===== src/rtl/sort_frame_pkg.sv =====
// Shared definitions for the sort-frame client and the sorter bridge.
// Frame format: 16-bit length/header, then per value a low byte followed
// by a zero-extended high byte.
package sort_frame_pkg;

  typedef enum logic [2:0] {
    T_IDLE,
    T_LEN_LO,
    T_LEN_HI,
    T_VAL_LO,
    T_VAL_HI,
    T_FIN
  } tx_state_e;

  typedef enum logic [2:0] {
    R_IDLE,
    R_HDR_LO,
    R_HDR_HI,
    R_VAL_LO,
    R_VAL_HI,
    R_FIN
  } rx_state_e;

  localparam int unsigned BYTE_W = 8;
  localparam int unsigned LEN_W  = 16;

  // Multi-byte fields travel little-endian: low byte first.
  localparam bit LOW_BYTE_FIRST = 1'b1;

endpackage


===== src/rtl/sort_frame_rx_decoder.sv =====
// Receive side of the sort-frame client: parses the reply header and the
// value byte pairs, presents decoded values on a result register and raises
// sticky length / range / order errors.
// Ports: start_i/length_i arm a frame, finish_i returns to idle, rx_* byte
// stream in, result_* decoded values out, fin_o = all results delivered.
module sort_frame_rx_decoder
  import sort_frame_pkg::*;
#(
  parameter int VALUE_WIDTH = 10,
  parameter int COUNT_WIDTH = 16
) (
  input  logic                   clk_i,
  input  logic                   rst_ni,
  input  logic                   start_i,
  input  logic [LEN_W-1:0]       length_i,
  input  logic                   finish_i,
  input  logic [BYTE_W-1:0]      rx_data_i,
  input  logic                   rx_valid_i,
  output logic                   rx_ready_o,
  output logic [VALUE_WIDTH-1:0] result_o,
  output logic                   result_valid_o,
  input  logic                   result_ready_i,
  output logic                   fin_o,
  output logic                   err_len_o,
  output logic                   err_order_o,
  output logic                   err_range_o
);

  rx_state_e               state_q;
  logic [LEN_W-1:0]        len_q;
  logic [COUNT_WIDTH-1:0]  cnt_q;
  logic [BYTE_W-1:0]       lo_q;
  logic [VALUE_WIDTH-1:0]  result_q;
  logic                    result_valid_q;
  logic [VALUE_WIDTH-1:0]  prev_q;
  logic                    prev_valid_q;
  logic                    err_len_q, err_order_q, err_range_q;

  logic                    rx_fire;
  logic [LEN_W-1:0]        header;
  logic [VALUE_WIDTH-1:0]  rx_value;
  logic                    range_bad;

  // The high byte may only be taken when the result register can hold it.
  assign rx_ready_o = (state_q == R_HDR_LO) || (state_q == R_HDR_HI) ||
                      (state_q == R_VAL_LO) ||
                      ((state_q == R_VAL_HI) && (!result_valid_q || result_ready_i));
  assign rx_fire    = rx_valid_i && rx_ready_o;

  assign header    = LOW_BYTE_FIRST ? {rx_data_i, lo_q} : {lo_q, rx_data_i};
  // Truncation keeps hi[VW-9:0]; any dropped high bit is a range error.
  assign rx_value  = VALUE_WIDTH'({rx_data_i, lo_q});
  assign range_bad = (rx_data_i >> (VALUE_WIDTH - 8)) != '0;

  always_ff @(posedge clk_i or negedge rst_ni) begin
    if (!rst_ni) begin
      state_q        <= R_IDLE;
      len_q          <= '0;
      cnt_q          <= '0;
      lo_q           <= '0;
      result_q       <= '0;
      result_valid_q <= 1'b0;
      prev_q         <= '0;
      prev_valid_q   <= 1'b0;
      err_len_q      <= 1'b0;
      err_order_q    <= 1'b0;
      err_range_q    <= 1'b0;
    end else begin
      if (result_valid_q && result_ready_i) result_valid_q <= 1'b0;
      case (state_q)
        R_IDLE: if (start_i) begin
          len_q        <= length_i;
          err_len_q    <= 1'b0;
          err_order_q  <= 1'b0;
          err_range_q  <= 1'b0;
          prev_valid_q <= 1'b0;
          state_q      <= R_HDR_LO;
        end
        R_HDR_LO: if (rx_fire) begin
          lo_q    <= rx_data_i;
          state_q <= R_HDR_HI;
        end
        R_HDR_HI: if (rx_fire) begin
          if (header != len_q) err_len_q <= 1'b1;
          cnt_q   <= COUNT_WIDTH'(len_q);
          state_q <= (len_q == '0) ? R_FIN : R_VAL_LO;
        end
        R_VAL_LO: if (rx_fire) begin
          lo_q    <= rx_data_i;
          state_q <= R_VAL_HI;
        end
        R_VAL_HI: if (rx_fire) begin
          result_q       <= rx_value;
          result_valid_q <= 1'b1;
          if (range_bad) err_range_q <= 1'b1;
          if (prev_valid_q && (rx_value < prev_q)) err_order_q <= 1'b1;
          prev_q       <= rx_value;
          prev_valid_q <= 1'b1;
          cnt_q        <= cnt_q - COUNT_WIDTH'(1);
          state_q      <= (cnt_q == COUNT_WIDTH'(1)) ? R_FIN : R_VAL_LO;
        end
        R_FIN: if (finish_i) state_q <= R_IDLE;
        default: state_q <= R_IDLE;
      endcase
    end
  end

  assign result_o       = result_q;
  assign result_valid_o = result_valid_q;
  assign fin_o          = (state_q == R_FIN) && !result_valid_q;
  assign err_len_o      = err_len_q;
  assign err_order_o    = err_order_q;
  assign err_range_o    = err_range_q;

endmodule


===== src/rtl/sort_frame_client.sv =====
// Sort-frame client: serialises a length header and unsorted values onto a
// byte stream toward the sorter bridge and decodes the sorted reply.
// Ports: start_i/length_i begin a frame, value_* unsorted values in, tx_*
// bytes out, rx_* bytes in, result_* sorted values out, busy_o/done_o frame
// status, err_* sticky flags cleared on the next accepted start.
module sort_frame_client
  import sort_frame_pkg::*;
#(
  parameter int VALUE_WIDTH = 10,
  parameter int COUNT_WIDTH = 16
) (
  input  logic                   clk_i,
  input  logic                   reset_ni,
  input  logic                   start_i,
  input  logic [LEN_W-1:0]       length_i,
  input  logic [VALUE_WIDTH-1:0] value_i,
  input  logic                   value_valid_i,
  output logic                   value_ready_o,
  output logic [BYTE_W-1:0]      tx_data_o,
  output logic                   tx_valid_o,
  input  logic                   tx_ready_i,
  input  logic [BYTE_W-1:0]      rx_data_i,
  input  logic                   rx_valid_i,
  output logic                   rx_ready_o,
  output logic [VALUE_WIDTH-1:0] result_o,
  output logic                   result_valid_o,
  input  logic                   result_ready_i,
  output logic                   busy_o,
  output logic                   done_o,
  output logic                   err_len_o,
  output logic                   err_order_o,
  output logic                   err_range_o
);

  // Assertion is immediate through the async clear; release takes two edges.
  logic [1:0] rst_sync_q;
  logic       rst_n;

  always_ff @(posedge clk_i or negedge reset_ni) begin
    if (!reset_ni) rst_sync_q <= 2'b00;
    else           rst_sync_q <= {rst_sync_q[0], 1'b1};
  end
  assign rst_n = rst_sync_q[1];

  tx_state_e              tx_state_q;
  logic [BYTE_W-1:0]      tx_data_q;
  logic                   tx_valid_q;
  logic [LEN_W-1:0]       len_q;
  logic [COUNT_WIDTH-1:0] cnt_q;
  logic [BYTE_W-1:0]      hold_hi_q;
  logic                   busy_q, done_q;

  logic start_acc, value_fire, rx_fin, finish;

  assign start_acc     = start_i && (tx_state_q == T_IDLE);
  assign value_ready_o = (tx_state_q == T_VAL_LO) && (!tx_valid_q || tx_ready_i);
  assign value_fire    = value_valid_i && value_ready_o;
  // Frame completes once the last tx byte has left and the decoder is drained.
  assign finish        = (tx_state_q == T_FIN) && !tx_valid_q && rx_fin;

  always_ff @(posedge clk_i or negedge rst_n) begin
    if (!rst_n) begin
      tx_state_q <= T_IDLE;
      tx_data_q  <= '0;
      tx_valid_q <= 1'b0;
      len_q      <= '0;
      cnt_q      <= '0;
      hold_hi_q  <= '0;
      busy_q     <= 1'b0;
      done_q     <= 1'b0;
    end else begin
      done_q <= 1'b0;
      case (tx_state_q)
        T_IDLE: if (start_acc) begin
          len_q      <= length_i;
          busy_q     <= 1'b1;
          tx_data_q  <= LOW_BYTE_FIRST ? length_i[7:0] : length_i[15:8];
          tx_valid_q <= 1'b1;
          tx_state_q <= T_LEN_LO;
        end
        T_LEN_LO: if (tx_ready_i) begin
          tx_data_q  <= LOW_BYTE_FIRST ? len_q[15:8] : len_q[7:0];
          tx_state_q <= T_LEN_HI;
        end
        T_LEN_HI: if (tx_ready_i) begin
          tx_valid_q <= 1'b0;
          cnt_q      <= COUNT_WIDTH'(len_q);
          tx_state_q <= (len_q == '0) ? T_FIN : T_VAL_LO;
        end
        T_VAL_LO: begin
          // The register may still hold the previous high byte here.
          if (tx_ready_i) tx_valid_q <= 1'b0;
          if (value_fire) begin
            tx_data_q  <= value_i[7:0];
            tx_valid_q <= 1'b1;
            hold_hi_q  <= BYTE_W'(value_i >> 8);
            cnt_q      <= cnt_q - COUNT_WIDTH'(1);
            tx_state_q <= T_VAL_HI;
          end
        end
        T_VAL_HI: if (tx_ready_i) begin
          tx_data_q  <= hold_hi_q;
          tx_state_q <= (cnt_q == '0) ? T_FIN : T_VAL_LO;
        end
        T_FIN: begin
          if (tx_ready_i) tx_valid_q <= 1'b0;
          if (finish) begin
            done_q     <= 1'b1;
            busy_q     <= 1'b0;
            tx_state_q <= T_IDLE;
          end
        end
        default: tx_state_q <= T_IDLE;
      endcase
    end
  end

  sort_frame_rx_decoder #(
    .VALUE_WIDTH (VALUE_WIDTH),
    .COUNT_WIDTH (COUNT_WIDTH)
  ) u_rx_decoder (
    .clk_i          (clk_i),
    .rst_ni         (rst_n),
    .start_i        (start_acc),
    .length_i       (length_i),
    .finish_i       (finish),
    .rx_data_i      (rx_data_i),
    .rx_valid_i     (rx_valid_i),
    .rx_ready_o     (rx_ready_o),
    .result_o       (result_o),
    .result_valid_o (result_valid_o),
    .result_ready_i (result_ready_i),
    .fin_o          (rx_fin),
    .err_len_o      (err_len_o),
    .err_order_o    (err_order_o),
    .err_range_o    (err_range_o)
  );

  assign tx_data_o  = tx_data_q;
  assign tx_valid_o = tx_valid_q;
  assign busy_o     = busy_q;
  assign done_o     = done_q;

endmodule


===== config.mk =====
export PLATFORM = sky130hd
export DESIGN_NAME = sort_frame_client
export DESIGN_NICKNAME = d
export VERILOG_FILES = /design/src/rtl/sort_frame_pkg.sv /design/src/rtl/sort_frame_rx_decoder.sv /design/src/rtl/sort_frame_client.sv
export SDC_FILE = /design/constraint.sdc
export NUM_CORES = 1
export LEC_CHECK = 0
export ABC_AREA = 1
export CELL_PAD_IN_SITES_DETAIL_PLACEMENT = 1
export CELL_PAD_IN_SITES_GLOBAL_PLACEMENT = 1
export CORE_UTILIZATION = 31
export DETAILED_ROUTE_END_ITERATION = 10
export GPL_ROUTABILITY_DRIVEN = 0
export PLACE_DENSITY_LB_ADDON = 0.2
export SYNTH_ARGS = -nofsm -noshare
export SYNTH_HDL_FRONTEND = slang
export SYNTH_SLANG_ARGS = --single-unit

===== constraint.sdc =====
create_clock -name clk_i -period 4.11 [get_ports clk_i]
set_clock_uncertainty 0.15 [all_clocks]
set_input_delay 0.411 -clock clk_i [delete_from_list [all_inputs] [get_ports clk_i]]
set_output_delay 0.411 -clock clk_i [all_outputs]
set_load 0.01 [all_outputs]

Word level (Yosys, flattened, before mapping)
Index checks and enable logic that the tools add are counted.

Input port bits: 41. Output and inout bits: 27. Flip-flop bits (word level): 108.

Add/sub/neg operators: 2. Equal/unequal tests: 27. Order comparisons: 1. Reductions and logical operators: 48. Mux-type cells: 50.

Operators by type and width (count): 16-bit two-way mux (4); 16-bit case mux with 2 select lines (2); 16-bit logical NOT (3); 3-bit two-way mux (14); 3-bit case mux with 6 select lines (2); 8-bit two-way mux (4); 8-bit case mux with 4 select lines (1); 16-bit by 1-bit subtractor with 16-bit output (second input constant) (2); 2-bit inequality test (second input constant) (10); 1-bit two-way mux (17); 16-bit by 1-bit == test with 1-bit output (second input constant) (1); 16-bit inequality test (1); 3-bit by 2-bit == test with 1-bit output (second input constant) (4); 3-bit == test (second input constant) (4); 2-bit AND reduction (6); 3-bit AND reduction (4); 4-bit AND reduction (3); 6-bit AND reduction (2); 1-bit logical AND (10); 10-bit less-than comparator (1); 2-bit by 1-bit inequality test with 1-bit output (second input constant) (5); 1-bit case mux with 2 select lines (5); 2-bit nonzero test (5); 8-bit nonzero test (1); other kinds (9) (17).

Longest topological paths before layout
Depth in word-level cells: 7. Mapped depth: 11. Depth with buffers taken out: 11.

Cells and area by module
Synthesis repeated with hierarchy kept, for this count alone.

Cells, all modules: 947. Area, all modules: 6503.7 µm².

Modules (own cells, without submodules): sort_frame_rx_decoder (times used 1, cells each 521, area an instance 3585.9 µm²); sort_frame_client (times used 1, cells each 426, area an instance 2917.8 µm²).

Worst setup path after synthesis
No wires, ideal clock.

Path kind: reg-to-output. From: register tx_state_q[2]. To: output port value_ready_o. Slack: 2.420 ns. Arrival time: 1.129 ns. Path buffers: 1. Stages on the path, launching flop included: 7. Cell sequence: dfrtp_1 > inv_4 > nand2_8 > inv_2 > nand2_2 > buf_4 > nor2_1.

Longest elaborated chain between the ends: 2.

Ends and longest elaborated chain: from (decl) (RTL line sort_frame_client.sv:45) `tx_state_e tx_state_q;`; from (signal assigned) (RTL line sort_frame_client.sv:88) `tx_state_q <= (len_q == '0) ? T_FIN : T_VAL_LO;`; from (signal assigned) (RTL line sort_frame_client.sv:103) `tx_state_q <= (cnt_q == '0) ? T_FIN : T_VAL_LO;`; 3-bit by 2-bit == test with 1-bit output (RTL line sort_frame_client.sv:56) `assign value_ready_o = (tx_state_q == T_VAL_LO) && (!tx_valid_q || tx_ready_i);`; 1-bit logical AND (RTL line sort_frame_client.sv:56); to (decl) (RTL line sort_frame_client.sv:18) `output logic value_ready_o,`.

No other way between the ends.

Worst setup path in the final report
From: register tx_state_q[1]. To: output port value_ready_o.

The elaborated chain is that of the path after synthesis.

==> reports/results.ini <==
[clock_network]
numClockSinks=108
ctsHoldBuffers=0
cts_tree=yes
buffers_from_clock_root_to_sink_at_most=2
clk_root_buffer_cell=sky130_fd_sc_hd__clkbuf_16
clkSlewWorstSetupHoldPaths_ps=80
cts_made_buffers=9
cts_resized=0
clk-insertion-delay-late_ps=360
cts.htree.levels=3
post-cts-setup-buffers=0

[cells_and_area]
fin_cells=1281
sequential_cell_area_mm2=0.00271
post_route_cells_drive_above_1_share=0.0554
area_growth_pct=18.1
layout.nets=1061
antennaDiodeCount=0
num-fill-cells=2607
multi_input_area_mm2=0.00328

[min_path]
hp-class=in2async

[synth]
synth_flop_cell=sky130_fd_sc_hd__dfrtp_1
post_synth_num_cell_types=39
ys_top_cells_by_count=sky130_fd_sc_hd__nand2_1 (361), sky130_fd_sc_hd__nor2_1 (135), sky130_fd_sc_hd__dfrtp_1 (108), sky130_fd_sc_hd__inv_1 (91), sky130_fd_sc_hd__nand3_1 (53)
average_instance_area_after_synthesis_um2=6.86
yosys-top-cells-area=sky130_fd_sc_hd__dfrtp_1 (41%), sky130_fd_sc_hd__nand2_1 (21%), sky130_fd_sc_hd__nor2_1 (7.7%), sky130_fd_sc_hd__inv_1 (5.2%), sky130_fd_sc_hd__nand3_1 (4.1%)
ys_async_sr_fraction=1.00
synth_area_mm2=0.00654
post_synthesis_sequential_element_count=108
ys.warnings.count=0
synth.top_cell.area_share=0.413
syn-num-nets=1007
synth-edff-count=0
yosysTopAreaCell=sky130_fd_sc_hd__dfrtp_1
synth_seq_area_share=0.413
synth.most_common_cell=sky130_fd_sc_hd__nand2_1
synth_cells=953

[global_routing]
grt_antenna_before_repair=0
gr-total-overflow=0
grt_pass1_wl_um=34500
grt_max_degree=76
grt_pass1_vias=6197
tot_gr_track_use=0.206

[placed_design]
port-buffer-count=67
placed_instances=1266
dpl.hpwl_um=16100
detailedPlace.worstSlack_ps=1540

[power_and_ir_drop]
total_leakage_power_uw=0.00380
cellPowerDensity_mw_per_mm2=803
peakVddDrop_uv=329

[floorplanning]
die_x_um=147
fp.coreArea_mm2=0.0204
dieArea_mm2=0.0217
fp.dieH_um=147
boundaryPins=68
row_count=52
initial_core_util=0.320

[timing]
relSlewSlack=0.274
period_share=0.663
tightestPinTransition_ps=1090
upper_clock_frequency_limit_ghz=0.367
final-setup-viol-count=0
whs_ps=52.4
hold_violation_count_in_the_final_report=0
grt_setup_unrepaired=false
fin_ws_ps=1390
finalWorstPathRequiredPeriod_ps=2720
setup_total_negative_slack_ps=0
final_max_slew_viol_count=0

[routing]
wirelength_per_cell_um=16.5
detailroute.via_count=6092
vias_per_cell=4.76
drt-initial-drc-count=327
count_of_unresolved_drc_violations_after_routing=0
postRouteWirelength_um=21100
ant_nets=0
firstDrtPassIters=4

[worst_setup_path]
worst_setup_path_category=reg2out
critical_path_arrival_ps=2160
critPathRequiredTime_ps=3550
worst_setup_path_end_kind=output pin
timing.critical_path.fanout_max=19
ff_to_ff_setup_slack_ps=1640
worst_setup_path_start_kind=register

[run_status]
status=finished clean

[job]
cap_violations=0

## layout make-up
cell class              count  area share
multi-input cells         716       0.425
flip-flops and latches    108       0.350
repair buffers             69      0.0904
inverters                 103      0.0504
well taps                 270      0.0437
clock buffers              11      0.0327
clock inverters             4     0.00745
## worst max-delay path, cell delays in order (launching register included)
cell and delay [ps]:
sky130_fd_sc_hd__dfrtp_1 610, sky130_fd_sc_hd__nand2_8 110, sky130_fd_sc_hd__inv_2 90, sky130_fd_sc_hd__nand2_2 240
sky130_fd_sc_hd__nor2_1 200, sky130_fd_sc_hd__clkdlybuf4s50_1 560
## per-stage QoR
step                instance area (um2)  utilization  total power, uW
floorplan                          6540            -             4250
global placement                   7410        0.363             5220
detailed placement                 7410        0.363             5300
CTS                                7720        0.378             6280
global route                       7720        0.378             6820
finish                             7720        0.378             6200
## report_power, final
group,switching (uW),internal (uW),total [uW]
clock network,429,509,939
registers,561,1550,2110
logic,2010,1150,3150
total,3000,3200,6200
## layout by cell type (no fill, tap or decap), types with 3 or more instances in the layout
cell type / n
sky130_fd_sc_hd__o211ai_1: 4
sky130_fd_sc_hd__nand3b_1: 8
sky130_fd_sc_hd__xor2_1: 3
sky130_fd_sc_hd__clkdlybuf4s50_1: 67
sky130_fd_sc_hd__nand2_4: 3
sky130_fd_sc_hd__clkbuf_16: 9
sky130_fd_sc_hd__nand4_1: 12
sky130_fd_sc_hd__o21ai_0: 40
sky130_fd_sc_hd__inv_2: 11
sky130_fd_sc_hd__o21ai_1: 34
sky130_fd_sc_hd__ha_1: 13
sky130_fd_sc_hd__nor2_1: 135
sky130_fd_sc_hd__inv_1: 91
sky130_fd_sc_hd__nand2_2: 8
sky130_fd_sc_hd__dfrtp_1: 107
sky130_fd_sc_hd__a21oi_1: 16
sky130_fd_sc_hd__nand3_1: 53
sky130_fd_sc_hd__nand2_1: 361
## routing by layer
layer | global-route usage | vias up | wire length [um] | part of all wire
met5 | 0 | - | 0 | 0
met4 | 0.0387 | 0 | 234 | 0.011
met3 | 0.0354 | 12 | 516 | 0.024
met2 | 0.323 | 63 | 9560 | 0.45
met1 | 0.297 | 2939 | 10800 | 0.51
li1 | - | 3078 | - | -
## worst paths after layout
path	startpoint	end	cells after the start
setup / recovery	tx_state_q[1]$_DFFE_PN0P_	value_ready_o	5
hold / removal	reset_ni	rst_sync_q[1]$_DFF_PN0_	1
setup reg to reg	tx_state_q[0]$_DFFE_PN0P_	cnt_q[4]$_DFFE_PN0P_	7
hold reg to reg	rst_sync_q[0]$_DFF_PN0_	rst_sync_q[1]$_DFF_PN0_	0
max in group asynchronous	rst_sync_q[1]$_DFF_PN0_	cnt_q[12]$_DFFE_PN0P_	1
min in group clk_i	rst_sync_q[0]$_DFF_PN0_	rst_sync_q[1]$_DFF_PN0_	0
## logic make-up (layout without fill, tap and decap cells)
kind of cell | after synthesis | in the layout | synth area share
simple gates | 596 | 596 | 0.387
buf+inv | 129 | 187 | 0.0846
flops | 108 | 108 | 0.413
compound gates | 102 | 102 | 0.0848
fa+ha+maj | 13 | 13 | 0.0249
xor+xnor | 4 | 4 | 0.00536
other cells | 1 | 1 | 0.000574
## registers in the layout (all words and copies together) (netlist names), 2 cells and up
| name | flops |
|---|---|
| cnt_q | 16 |
| hold_hi_q | 2 |
| len_q | 16 |
| rst_sync_q | 2 |
| tx_data_o | 8 |
| tx_state_q | 3 |
| u_rx_decoder.cnt_q | 16 |
| u_rx_decoder.len_q | 16 |
| u_rx_decoder.lo_q | 8 |
| u_rx_decoder.result_o | 10 |
| u_rx_decoder.state_q | 3 |
No activity file was read; power rests on OpenSTA's default activity.
